$ cat config.mk
export PLATFORM = sky130hd
export DESIGN_NAME = sfx_sequencer
export DESIGN_NICKNAME = d
export VERILOG_FILES = /design/src/rtl/sfx_sequencer.sv
export SDC_FILE = /design/constraint.sdc
export NUM_CORES = 1
export LEC_CHECK = 0
export ABC_AREA = 1
export BUFFER_PORTS_ARGS = -buffer_cell sky130_fd_sc_hd__buf_2
export CORE_MARGIN = 8
export CORE_UTILIZATION = 52
export DETAILED_ROUTE_END_ITERATION = 16
export PLACE_DENSITY = 0.79
export SYNTH_ARGS = -nofsm -noshare
export SYNTH_HDL_FRONTEND = slang
export SYNTH_SLANG_ARGS = --single-unit
$ cat constraint.sdc
create_clock -name clk -period 2.01 [get_ports clk]
set_clock_uncertainty 0.15 [all_clocks]
set_input_delay 0.402 -clock clk [delete_from_list [all_inputs] [get_ports clk]]
set_output_delay 0.402 -clock clk [all_outputs]
set_load 0.005 [all_outputs]
$ cat src/rtl/sfx_sequencer.sv
// Sound-effect sequencer: plays one of three fixed (period, frames) step
// tables on a square-wave tone generator. Triggers latch into pending flags
// and are served highest priority first (DIE > HIT > EAT). A pending effect
// that is higher than or equal to the one playing preempts or restarts it.
module sfx_sequencer (
  input  logic       clk,
  input  logic       reset,
  input  logic       frame_tick,
  input  logic       eat_trig,
  input  logic       hit_trig,
  input  logic       die_trig,
  input  logic       mute,
  output logic       tone_en,
  output logic [9:0] tone_period,
  output logic [1:0] active_sfx,
  output logic       busy,
  output logic       sfx_done
);

  typedef enum logic [1:0] {S_IDLE, S_LOAD, S_PLAY} state_t;

  // Effect codes double as pending-bit indices and as priority ranks.
  localparam logic [1:0] SFX_NONE = 2'd0;
  localparam logic [1:0] SFX_EAT  = 2'd1;
  localparam logic [1:0] SFX_HIT  = 2'd2;
  localparam logic [1:0] SFX_DIE  = 2'd3;

  state_t      r_state;
  logic [3:1]  r_pend;
  logic [1:0]  r_step;
  logic [4:0]  r_cnt;
  logic        r_tone_en;
  logic [9:0]  r_period;
  logic [1:0]  r_active;
  logic        r_done;

  logic [3:1]  w_trig;
  logic        w_any_trig;
  logic        w_tick;
  logic [1:0]  w_sel;
  logic [3:1]  w_clr;
  logic        w_preempt;
  logic [1:0]  w_next_step;
  logic [14:0] w_load_ent;
  logic [14:0] w_next_ent;

  // Step table entry packed as {period[9:0], frames[4:0]}.
  function automatic logic [14:0] step_lut(input logic [1:0] sfx, input logic [1:0] step);
    logic [14:0] ent;
    ent = '0;
    case (sfx)
      SFX_EAT: case (step)
        2'd0:    ent = {10'd200, 5'd4};
        2'd1:    ent = {10'd150, 5'd4};
        default: ent = {10'd100, 5'd6};
      endcase
      SFX_HIT: case (step)
        2'd0:    ent = {10'd400, 5'd3};
        default: ent = {10'd600, 5'd3};
      endcase
      SFX_DIE: case (step)
        2'd0:    ent = {10'd300, 5'd8};
        2'd1:    ent = {10'd400, 5'd8};
        2'd2:    ent = {10'd500, 5'd8};
        default: ent = {10'd700, 5'd16};
      endcase
      default: ent = '0;
    endcase
    return ent;
  endfunction

  // Index of the final step of each effect.
  function automatic logic [1:0] last_step(input logic [1:0] sfx);
    case (sfx)
      SFX_EAT: return 2'd2;
      SFX_HIT: return 2'd1;
      SFX_DIE: return 2'd3;
      default: return 2'd0;
    endcase
  endfunction

  assign w_trig      = {die_trig, hit_trig, eat_trig};
  assign w_any_trig  = |w_trig;
  // A frame tick coinciding with any trigger is dropped.
  assign w_tick      = frame_tick & ~w_any_trig;
  assign w_next_step = r_step + 2'd1;
  assign w_load_ent  = step_lut(w_sel, 2'd0);
  assign w_next_ent  = step_lut(r_active, w_next_step);
  // Equal priority counts too: that is the retrigger/restart case.
  assign w_preempt   = (w_sel != SFX_NONE) && (w_sel >= r_active);

  // Highest-priority pending effect and the flag LOAD consumes.
  always_comb begin
    w_sel = SFX_NONE;
    w_clr = '0;
    if      (r_pend[3]) w_sel = SFX_DIE;
    else if (r_pend[2]) w_sel = SFX_HIT;
    else if (r_pend[1]) w_sel = SFX_EAT;
    if (r_state == S_LOAD && w_sel != SFX_NONE) w_clr[w_sel] = 1'b1;
  end

  // Sequencer FSM with all outputs registered.
  always_ff @(posedge clk) begin
    if (reset) begin
      r_state   <= S_IDLE;
      r_pend    <= '0;
      r_step    <= '0;
      r_cnt     <= '0;
      r_tone_en <= 1'b0;
      r_period  <= '0;
      r_active  <= SFX_NONE;
      r_done    <= 1'b0;
    end else begin
      r_done <= 1'b0;
      // New triggers win over the flag being consumed on the same edge.
      r_pend <= (r_pend & ~w_clr) | w_trig;
      case (r_state)
        S_IDLE: if (|r_pend) r_state <= S_LOAD;
        S_LOAD: begin
          if (w_sel == SFX_NONE) begin
            r_state <= S_IDLE;
          end else begin
            r_active  <= w_sel;
            r_step    <= 2'd0;
            r_cnt     <= w_load_ent[4:0];
            r_period  <= w_load_ent[14:5];
            r_tone_en <= ~mute;
            r_state   <= S_PLAY;
          end
        end
        S_PLAY: begin
          r_tone_en <= ~mute;
          if (w_preempt) begin
            // Current effect is abandoned silently; LOAD picks the new one.
            r_state <= S_LOAD;
          end else if (w_tick) begin
            if (r_cnt == 5'd1) begin
              if (r_step == last_step(r_active)) begin
                // Period is left holding its last value.
                r_active  <= SFX_NONE;
                r_tone_en <= 1'b0;
                r_done    <= 1'b1;
                r_step    <= 2'd0;
                r_cnt     <= 5'd0;
                r_state   <= (|r_pend) ? S_LOAD : S_IDLE;
              end else begin
                r_step   <= w_next_step;
                r_cnt    <= w_next_ent[4:0];
                r_period <= w_next_ent[14:5];
              end
            end else begin
              r_cnt <= r_cnt - 5'd1;
            end
          end
        end
        default: r_state <= S_IDLE;
      endcase
    end
  end

  assign tone_en     = r_tone_en;
  assign tone_period = r_period;
  assign active_sfx  = r_active;
  assign busy        = (r_active != SFX_NONE);
  assign sfx_done    = r_done;

endmodule

Word level (Yosys, flattened, before mapping)
Cells that the tools add are included.

storage, ports and cells
  flip-flop bits (word level) = 26
  input port bits = 7
  logic and storage cells = 118

operators by class
  add/subtract/negate cells = 2
  order comparisons = 3
  eq/ne operators = 22
  multiplexer cells = 56
  bitwise operators = 9
  reduce and logical (&&, ||, !) cells = 18

operators by type and width
  kind                                            number
  one-hot mux 15 bit (3 select lines)             2
  2-to-1 mux 10 bit                               5
  2-to-1 mux 2 bit                                23
  one-hot mux 14 bit (3 select lines)             1
  one-hot mux 13 bit (2 select lines)             1
  2-to-1 mux 5 bit                                5
  one-hot mux 10 bit (2 select lines)             1
  2-to-1 mux 15 bit                               1
  != test 2 bit (second input constant)           7
  == test 2 bit (second input constant)           6
  one-hot mux 2 bit (3 select lines)              2
  AND reduction 6 bit                             2
  one-hot mux 5 bit (2 select lines)              1
  2-to-1 mux 1 bit                                9
  != test 3 bit (second input constant)           3
  == test 2 x 1 -> 1 bit (second input constant)  4
  one-hot mux 2 bit (2 select lines)              2
  AND reduction 4 bit                             2
  zero test 2 bit                                 3
  nonzero test 2 bit                              3
  OR reduction 3 bit                              2
  == test 5 x 1 -> 1 bit (second input constant)  1
  inverter 1 bit                                  5
  AND reduction 5 bit                             1
  16 further kinds                                18

Logic depth before layout (Yosys ltp)
Gate-level depths: netlist of the first run.

  depth in word-level cells = 14
  depth in mapped cells = 15
  depth with buffers taken out = 14

Worst setup path before layout of the first run
OpenSTA, ideal clock, no wires.

  kind = reg2reg
  from = reg r_pend[3] (netlist name)
  to = reg r_period[2] (netlist: tone_period[2])
  setup time = 0.113 ns
  arrival time = 1.663 ns
  required time = 1.747 ns
  setup slack = 0.084 ns
  cell stages (with the launch flop) = 13
  cell sequence = dfxtp_1 > nor2_1 > inv_1 > ha_1 > nand2_1 > nand3_1 > nand3_2 > nand2_2 > nor2_4 > buf_6 > nand2_1 > nand2_1 > nor2_1

between the ends
  word-level cells in the longest chain between the ends = 5

RTL lines
  item                                                                        RTL line  text
  from (decl)                                                                 29        logic [3:1] r_pend;
  from (signal assigned)                                                      116       r_pend <= (r_pend & ~w_clr) | w_trig;
  2-to-1 mux 2 bit *                                                          96        if (r_pend[3]) w_sel = SFX_DIE;
  == test 2 bit (tied with other cells)                                       51        case (sfx)
  one-hot mux 14 bit (3 select lines) or logical AND 1 bit (tied branches)    51, 90
  2-to-1 mux 10 bit or != test 2 bit (tied branches)                          --
  one-hot mux 10 bit (2 select lines) or AND reduction 6 bit (tied branches)  --
  to (signal assigned)                                                        126       r_period <= w_load_ent[14:5];
  to (signal assigned)                                                        149       r_period <= w_next_ent[14:5];
  to (decl)                                                                   33        logic [9:0] r_period;

Mark *: on every way between the ends. The rest lies on a longest branch, timed or not. The select of a mux whose other input is x is not followed.
A chain may end at the register's enable or synchronous reset.

Worst setup path after layout of the first run
  from = reg r_pend[2] (netlist name)
  to = reg r_period[9] (netlist: tone_period[9])

between the ends
  word-level cells in the longest chain between the ends = 6

RTL lines
  item                                                       RTL line  text
  2-to-1 mux 2 bit *                                         97        else if (r_pend[2]) w_sel = SFX_HIT;
  2-to-1 mux 2 bit *                                         96
  >= comparator 2 bit or nonzero test 2 bit (tied branches)  90        assign w_preempt = (w_sel != SFX_NONE) && (w_sel >= r_active);
  logical AND 1 bit                                          90
  != test 2 bit (no source line)                             --
  AND reduction 6 bit (no source line) *                     --

Mark *: on every way between the ends. The rest lies on a longest branch, timed or not.

==> results.toml, run 1 <==
[floorplanning]
fp.coreArea_mm2 = 0.003232
rows = 21
io_pins = 22
start_util_pct = 52.85
die_h_um = 73.31
die_w_um = 73.31
die-area_mm2 = 0.005374

[yosys]
synth_area_leaders = "dfxtp_1 29%, nand2_1 16%, nor2_1 10%, ha_1 9.5%, inv_1 8.1%"
synth.distinct_cells = 26
syn_nets = 294
ys_warn_count = 0
synth.top_cell.area_share_pct = 29.30
synthCells = 274
syn_avg_cell_area_um2 = 6.233
ys_seq_area_share_pct = 29.30
netlist_area_mm2 = 0.001708
ys_seq_elements = 25
synth_top_cell_by_area = "dfxtp_1"

[worst_setup_path]
crit_required_ns = 2.10
crit_path_end_kind = "flip-flop"
path_delay_family = "simple AND/OR/NAND/NOR gates"
max_stage_delay_ns = 0.37
crit_top_cell = "nand2_1"
cp_slowest_cell = "dfxtp_2"
cp.arrival_ns = 2.05
path_cells = "inv_1 -> nand2_1 -> nand2_2 -> inv_2 -> ha_4 -> nand2_1 -> nand3_2 -> nand3_4 -> nand2_8 -> nor2_4 -> buf_6 -> nand2_1 -> nand2_1 -> nor2_1"
crit_path_start_kind = "flip-flop"
crit_buf_inv = 3
critical_path_class = "reg -> reg"
cp_max_fo = 6

[drt]
drc = 0
drt-total-wl_mm = 4.305
via_count = 1819
drt_first_iter_violations = 147
dr.pass1.iters = 5
antenna_left = 0
wire_per_inst_um = 12.26
via_per_inst = 5.182

[clock_tree]
clk_latency_ns = 0.32
hold_buffers = 0
htreeDepth = 1
cts-root-buf = "clkbuf_4"
clk_pin_slew_ns = 0.13
cts.path.max_buffers = 2
cts_sinks = 25
cts_made_buffers = 3
cts_tree = "built"

[timing]
slew_viol_final = 0
period_share_pct = 97.50
fin_ws_ns = 0.05024
setup_viol = 0
min_period_ns = 1.960
fmax_mhz = 510.3
hold_viol_final = 0
whs_ns = 0.1747

[flow_run]
cap_violations = 0

[grt]
overflow = 0
grt_pass1_wl_mm = 6.810
grt.total_usage_pct = 15.62
antenna_found_initial = 0
grt_start_max_net_pins = 19
grt_pass1_vias = 1603

[cells_and_area]
final-seq-area_um2 = 504.2
diodes = 0
multi_input_area_mm2 = 0.001124
drive_above_1_share_pct = 20.33
areaGrowthSynthToFinish_pct = 20.29
final_area_mm2 = 0.002054
utilization_pct = 63.57
nNetsFinal = 326
fill_cells = 297

[status]
outcome = "finished clean"

[pwr]
powerDensity_mw_per_mm2 = 826.0
p_leak_nw = 1.060
ir_drop_mv = 0.4632

[place]
postPlaceCellArea_mm2 = 0.001879
port_buffers = 20
pre_cts_ws_ns = -0.03047
place_congestion = 0.9304
hpwl_mm = 3.074

[hold_path]
hp-class = "in -> reg"
cells in the mapped netlist (all sizes together):
cell type	instances
mux2i	1
dfxtp	25
a21oi	12
o21bai	2
or2	1
nand3	20
conb	1
clkbuf	2
nor3	7
a21boi	1
nand2	79
inv	40
buf	3
nand4	3
ha	13
o21ai	14
nor2	48
o211ai	2
state kept, by name, indices dropped and copies added, names as in the netlist:
signal       flops
r_cnt            5
active_sfx       2
r_pend           3
sfx_done         1
r_step           2
tone_en          1
tone_period      9
r_state          2
layer usage:
layer  GRT usage [%]  share of wire (%)
met1           20.59                 46
met4           7.317                1.8
met2           24.13                 47
met5               0                  0
met3           2.456                5.3
report_power, final:
group	total (mW)	leakage (nW)	switching [mW]	internal (mW)
clock	0.228	0.0150	0.151	0.0778
combinational	0.830	0.839	0.506	0.324
sequential	0.639	0.206	0.0584	0.580
tightest hold or removal path, stage by stage:
cell     delay (ns)
buf_2          0.09
inv_1          0.06
a21oi_1        0.06
placed cells by master (no fill, tap or decap), drive strengths merged:
master and instances:
a21boi 1, a21oi 12, buf 31, clkbuf 4, conb 1, dfxtp 25, ha 13, inv 40
mux2i 1, nand2 79, nand3 20, nand4 3, nor2 49, nor3 7, o211ai 2, o21ai 14
o21bai 2, or2 1
repair_timing:
item,in CTS,in global routing
pin swaps,1,10
gates cloned,1,0
endpoints found under the setup margin,9,16
resized for setup,4,19
setup buffers,0,5
worst paths after layout:
kind | startpoint | end | slack, ns | cells after the start
worst max-delay path | r_pend[2] | tone_period[9] | 0.05 | 14
worst min-delay path | hit_trig | r_pend[2] | 0.17 | 3
worst max register to register | r_pend[2] | tone_period[9] | 0.05 | 14
worst min register to register | tone_period[8] | tone_period[8] | 0.34 | 2
kinds of logic after synthesis:
family / Yosys count / share of synthesized area, %
flops: 25 / 29.30
compound gates: 31 / 9.817
mux: 1 / 0.5861
buf+inv: 45 / 10.77
other cells: 1 / 0.2196
simple gates: 158 / 39.78
fa+ha+maj: 13 / 9.524
metrics by stage:
stage / power (mW) / setup TNS, ns / cells
3_5_place_dp: 1.353 / -0.04915 / 341
4_1_cts: 1.598 / 0 / 346
6_report: 1.697 / 0 / 351
5_1_grt: 1.847 / -0.2316 / 351
2_1_floorplan: 1.152 / 0 / 274
3_3_place_gp: 1.344 / 0 / 341
cell type report:
cell class / count / area share [%]
sequential: 25 / 24.54
tap: 46 / 2.801
timing repair buffer: 31 / 9.257
multi-input combinational: 205 / 54.69
inverter: 40 / 7.430
clock buffer: 4 / 1.279
No activity file was read; power rests on OpenSTA's default activity.
==> inputs of run 2 (changes only) <==
ABC_AREA = unset   (was 1)
CORE_UTILIZATION = 51   (was 52)
PLACE_DENSITY = 0.78   (was 0.79)
==> results.toml, run 2 <==
[pwr]
p_leak_nw = 0.9618
combPwrFrac_pct = 44.5
net-switching-power_uw = 527.9
p_seq_share_pct = 39.1
p_clk_share_pct = 16.3
p_int_uw = 936.7
ir_drop_mv = 0.5045
powerDensity_mw_per_mm2 = 622.3
p_sw_share_pct = 36.04

[timing]
slew_viol_final = 0
hold_viol_final = 0
worst_pin_slew_ns = 0.5633
fin_ws_ns = -0.1833
min_period_ns = 2.193
maxSlewHeadroom_pct = 62.45
period_share_pct = 109.1
rsz0062_at_grt = "yes"
tns_ns = -1.879
fmax_mhz = 455.9
setup_viol = 19

[grt]
grtUsageMet3_pct = 3.984
met1_usage_pct = 23.07
grt.total_usage_pct = 18.95
overflow = 0
met2_usage_pct = 30.88
antenna_found_initial = 0
top_usage_layer = "met2"
grt_start_max_net_pins = 28
grt_pass1_vias = 1715
grt_pass1_wl_mm = 7.990

[worst_setup_path]
critical_path_class = "reg -> reg"
r2r_end = "tone_period[9]"
crit_path_start_kind = "flip-flop"
path_cells = "buf_6 -> nor2_4 -> buf_12 -> ha_4 -> or3b_4 -> a22oi_4 -> buf_12 -> buf_8 -> nand2b_4 -> a21oi_2"
crit_required_ns = 2.08
max_stage_delay_ns = 0.40
cp.arrival_ns = 2.27
r2r_slack_ns = -0.18
cp_slowest_cell = "or3b_4"
regToRegStartpoint = "r_pend[2]"
reg2reg_depth = 10
crit_top_cell = "buf_12"
critPathLaunch = "r_pend[2]"
crit_end = "tone_period[9]"
cp_max_fo = 7
crit_path_end_kind = "flip-flop"

[clock_tree]
clk_pin_slew_ns = 0.14
cts_made_buffers = 3
cts-root-buf = "clkbuf_4"
cts.path.max_buffers = 2
htreeDepth = 1
cts_tree = "built"
clk_latency_ns = 0.34
cts_sinks = 25
hold_buffers = 0

[drt]
drt-total-wl_mm = 5.151
dr.pass1.iters = 4
drt_first_iter_violations = 195
wire_per_inst_um = 17.34
via_count = 1761
via_per_inst = 5.929
antenna_left = 0
drc = 0

[hold_path]
whs_path_depth = 3
hp-class = "in -> reg"

[cells_and_area]
final_cell_mix = "31 x buf_4, 23 x dfxtp_1, 20 x buf_2"
drive_above_1_share_pct = 42.69
areaGrowthSynthToFinish_pct = 41.86
nNetsFinal = 274
diodes = 0
utilization_pct = 76.46
mostFrequentLayoutCell = "buf_4"
largest_reg_flops = 9

[yosys]
ys_seq_area_share_pct = 30.17
synthCells = 197
syn_avg_cell_area_um2 = 8.422
synth-simple-area-share_pct = 24.66
synth_mux_area_share_pct = 2.413
synth_top_cell_by_area = "dfxtp_1"
synth.distinct_cells = 48
synth_area_leaders = "dfxtp_1 30%, ha_1 9.8%, a21oi_1 4.8%, nor2_1 4.5%, nand2_1 3.2%"
synth.top_cell.area_share_pct = 30.17
async_flop_share_pct = 0
synth_top_family_by_area = "simple AND/OR/NAND/NOR gates"
ys_warn_count = 0
synth_edf_count = 0
yosys-top-cells-count = "25 x dfxtp_1, 20 x nor2_1, 16 x a21oi_1"
synth_most_common_cell = "dfxtp_1"
synthAdderAreaFrac_pct = 9.804
syn_nets = 217
ys.flop_type = "dfxtp_1"
synth_compound_area_share_pct = 23.98
ys_seq_elements = 25
synth-xor-area-share_pct = 2.112
netlist_area_mm2 = 0.001659

[floorplanning]
die_h_um = 73.04
start_util_pct = 53.90
io_pins = 22
rows = 20
die-area_mm2 = 0.005334
die_w_um = 73.04
fp.coreArea_mm2 = 0.003078

[status]
outcome = "finished, violations left"
violations = "setup timing"

[flow_run]
cap_violations = 0

[place]
place_congestion = 0.9497
port_buffers = 20
hpwl_mm = 3.339
pre_cts_ws_ns = -0.1066
## run 2: changes by cell type in the layout (fill, tap and decap cells not counted), moves of 7 or more
cell,previous run,this run
buf_4,9,31
buf_6,2,9
inv_1,34,10
nand2_1,72,12
nand3_1,15,0
nor2_1,45,18
o21ai_0,14,5
## run 2: critical path, delay by kind of cell, from the launching register on
family | cells | cell delay [ns]
adder cells (fa/ha/maj) | 1 | 0.16
AO/OA/AOI/OAI | 2 | 0.34
flip-flops | 1 | 0.37
buffers and inverters | 4 | 0.49
AND/OR/NAND/NOR | 3 | 0.56
## run 2: cell families (layout without fill, tap and decap cells)
kind of cell	count (synthesis)	after routing
AO/OA/AOI/OAI	54	54
XOR/XNOR	4	4
adder cells (fa/ha/maj)	13	13
buffers and inverters	24	80
flip-flops	25	25
multiplexers	4	4
other	1	1
AND/OR/NAND/NOR	72	72
## run 2: how the worst min path moves through the flow
stage	endpoint	from
2_1_floorplan	r_state[0]	r_state[0]
4_1_cts	tone_en	mute
3_3_place_gp	tone_en	tone_en
3_5_place_dp	tone_en	tone_en
6_report	r_pend[3]	die_trig
5_1_grt	tone_en	mute
## run 2: timing repair
| action | CTS | global route |
|---|---|---|
| buffers inserted | 13 | 3 |
| endpoints found under the setup margin | 18 | 20 |
| pin swaps | 19 | 8 |
| endpoints found under the hold margin | 0 | 0 |
| gates resized for setup | 20 | 13 |
## run 2: power groups by stage
stage	logic, mW	clock network [mW]	registers, mW
after floorplan	0.320	0	0.583
after global placement	0.485	0	0.577
after CTS	0.602	0.239	0.568
after global routing	0.698	0.263	0.579
final	0.652	0.239	0.573
after detailed placement	0.505	0	0.579
## run 2: through the flow
step | total power [mW] | std cells | instance area (µm²) | hold WS (ns)
5_1_grt | 1.540 | 297 | 2354 | 0.1785
4_1_cts | 1.410 | 294 | 2277 | 0.1702
3_5_place_dp | 1.084 | 277 | 2041 | 0.3021
6_report | 1.465 | 297 | 2354 | 0.1804
2_1_floorplan | 0.9035 | 197 | 1734 | 0.2830
3_3_place_gp | 1.062 | 277 | 2041 | 0.2880
## run 2: area by class of cell
class                           instances  area [µm²]
Tap cell                               44       55.05
Clock buffer                            3       22.52
Sequential cell                        25       505.5
Clock inverter                          1       5.005
Multi-Input combinational cell        148        1211
Inverter                               12       45.04
Fill cell                             195       724.4
Timing Repair Buffer                   64       509.2
## run 2: per-layer routing
metal | up-vias | wire [µm]
met5 | - | 0
met4 | 0 | 103
met3 | 11 | 318
met2 | 73 | 2658
met1 | 862 | 2069
li1 | 815 | -
==> inputs of run 3 (changes only) <==
PLACE_DENSITY = 0.75   (was 0.78)
==> results.toml, run 3 (synthesis gave the netlist of run 2 again) <==
[status]
outcome = "finished, violations left"
violations = "setup timing"

[timing]
maxSlewHeadroom_pct = 65.95
slew_viol_final = 0
min_period_ns = 2.120
tns_ns = -1.010
rsz0062_at_grt = "yes"
fin_ws_ns = -0.1101
period_share_pct = 105.5
hold_viol_final = 0
setup_viol = 18
fmax_mhz = 471.7
worst_pin_slew_ns = 0.5108

[pwr]
power_mw = 1.369
powerDensity_mw_per_mm2 = 617.3
combPwrFrac_pct = 41.7
p_seq_share_pct = 41.9
ir_drop_mv = 0.3124
p_clk_share_pct = 16.4
p_sw_share_pct = 34.95
net-switching-power_uw = 478.6
p_int_uw = 890.9
p_leak_nw = 0.9007

[cells_and_area]
final_cell_mix = "32 x buf_4, 23 x dfxtp_1, 20 x buf_2"
areaGrowthSynthToFinish_pct = 33.71
mostFrequentLayoutCell = "buf_4"
diodes = 0
largest_reg_flops = 9
nNetsFinal = 266
drive_above_1_share_pct = 37.96
fill_cells = 234
stdcell_count = 289

[grt]
overflow = 0
grt.total_usage_pct = 16.61
grt_start_max_net_pins = 28
grt_pass1_wl_mm = 7.251
grt_pass1_vias = 1607
antenna_found_initial = 0

[worst_setup_path]
critical_path_class = "reg -> reg"
reg2reg_depth = 10
crit_required_ns = 2.06
crit_path_start_kind = "flip-flop"
cp_max_fo = 6
cp.arrival_ns = 2.17
crit_path_end_kind = "flip-flop"

[place]
port_buffers = 20
hpwl_mm = 3.229
pre_cts_ws_ns = -0.1010
place_congestion = 0.9063
dp_cells = 274

[clock_tree]
cts-root-buf = "clkbuf_4"
cts_tree = "built"
htreeDepth = 1
cts_made_buffers = 3
clk_pin_slew_ns = 0.13
cts.path.max_buffers = 2
hold_buffers = 0
cts_sinks = 25
clk_latency_ns = 0.31

[floorplanning]
start_util_pct = 53.90
die-area_mm2 = 0.005334
fp.coreArea_mm2 = 0.003078
die_w_um = 73.04
rows = 20
io_pins = 22
die_h_um = 73.04

[hold_path]
whs_path_depth = 3
hp-class = "in -> reg"

[flow_run]
cap_violations = 0

[drt]
via_count = 1646
wire_per_inst_um = 15.35
drc = 0
antenna_left = 0
dr.pass1.iters = 4
via_per_inst = 5.696
drt-total-wl_mm = 4.435
drt_first_iter_violations = 108
==> run 3: final timing paths <==
check             from              to  slack [ns]
max          r_pend[2]  tone_period[9]       -0.11
min           die_trig       r_pend[3]        0.19
max reg2reg  r_pend[2]  tone_period[9]       -0.11
min reg2reg    tone_en         tone_en        0.33
==> run 3: power groups by stage <==
stage	sequential (mW)	clock, mW	combinational [mW]
after floorplan	0.583	0	0.320
after global placement	0.577	0	0.476
after detailed placement	0.580	0	0.493
after CTS	0.570	0.228	0.546
after global routing	0.579	0.248	0.616
final	0.574	0.225	0.571
==> run 3: per-stage QoR <==
step           instance area (µm²)  util [%]  hold WS [ns]
2_1_floorplan                 1734         -        0.2830
3_3_place_gp                  2018     65.57        0.2873
3_5_place_dp                  2018     65.57        0.3112
4_1_cts                       2175     70.65        0.1880
5_1_grt                       2218     72.07        0.1898
6_report                      2218     72.07        0.1901
==> run 3: repair_timing <==
item,in CTS,in global routing
setup endpoints to repair,16,21
pin swaps,15,4
buffers inserted,9,2
resized for setup,9,7
==> run 3: worst max-delay path: stages (launching register included) <==
cell	delay, ns
dfxtp_2	0.38
inv_2	0.06
a21oi_4	0.22
ha_4	0.24
nor2b_4	0.13
o2111ai_4	0.16
a22oi_4	0.27
buf_12	0.15
buf_12	0.09
nand2b_4	0.11
a21oi_2	0.05
==> run 3: area by class of cell <==
cell class / count / area, µm² / area share (%)
Tap cell: 44 / 55.05 / 2.482
Sequential cell: 25 / 503.0 / 22.67
Timing Repair Buffer: 56 / 406.6 / 18.33
Multi-Input combinational cell: 148 / 1182 / 53.30
Inverter: 12 / 45.04 / 2.030
Clock buffer: 4 / 26.28 / 1.184
==> run 3: metal layers <==
| layer | GRT usage (%) | share of wire, % |
|---|---|---|
| met5 | 0 | 0 |
| met2 | 29.00 | 50 |
| met4 | 3.333 | 0.74 |
| met3 | 2.747 | 4.8 |
| met1 | 20.61 | 44 |
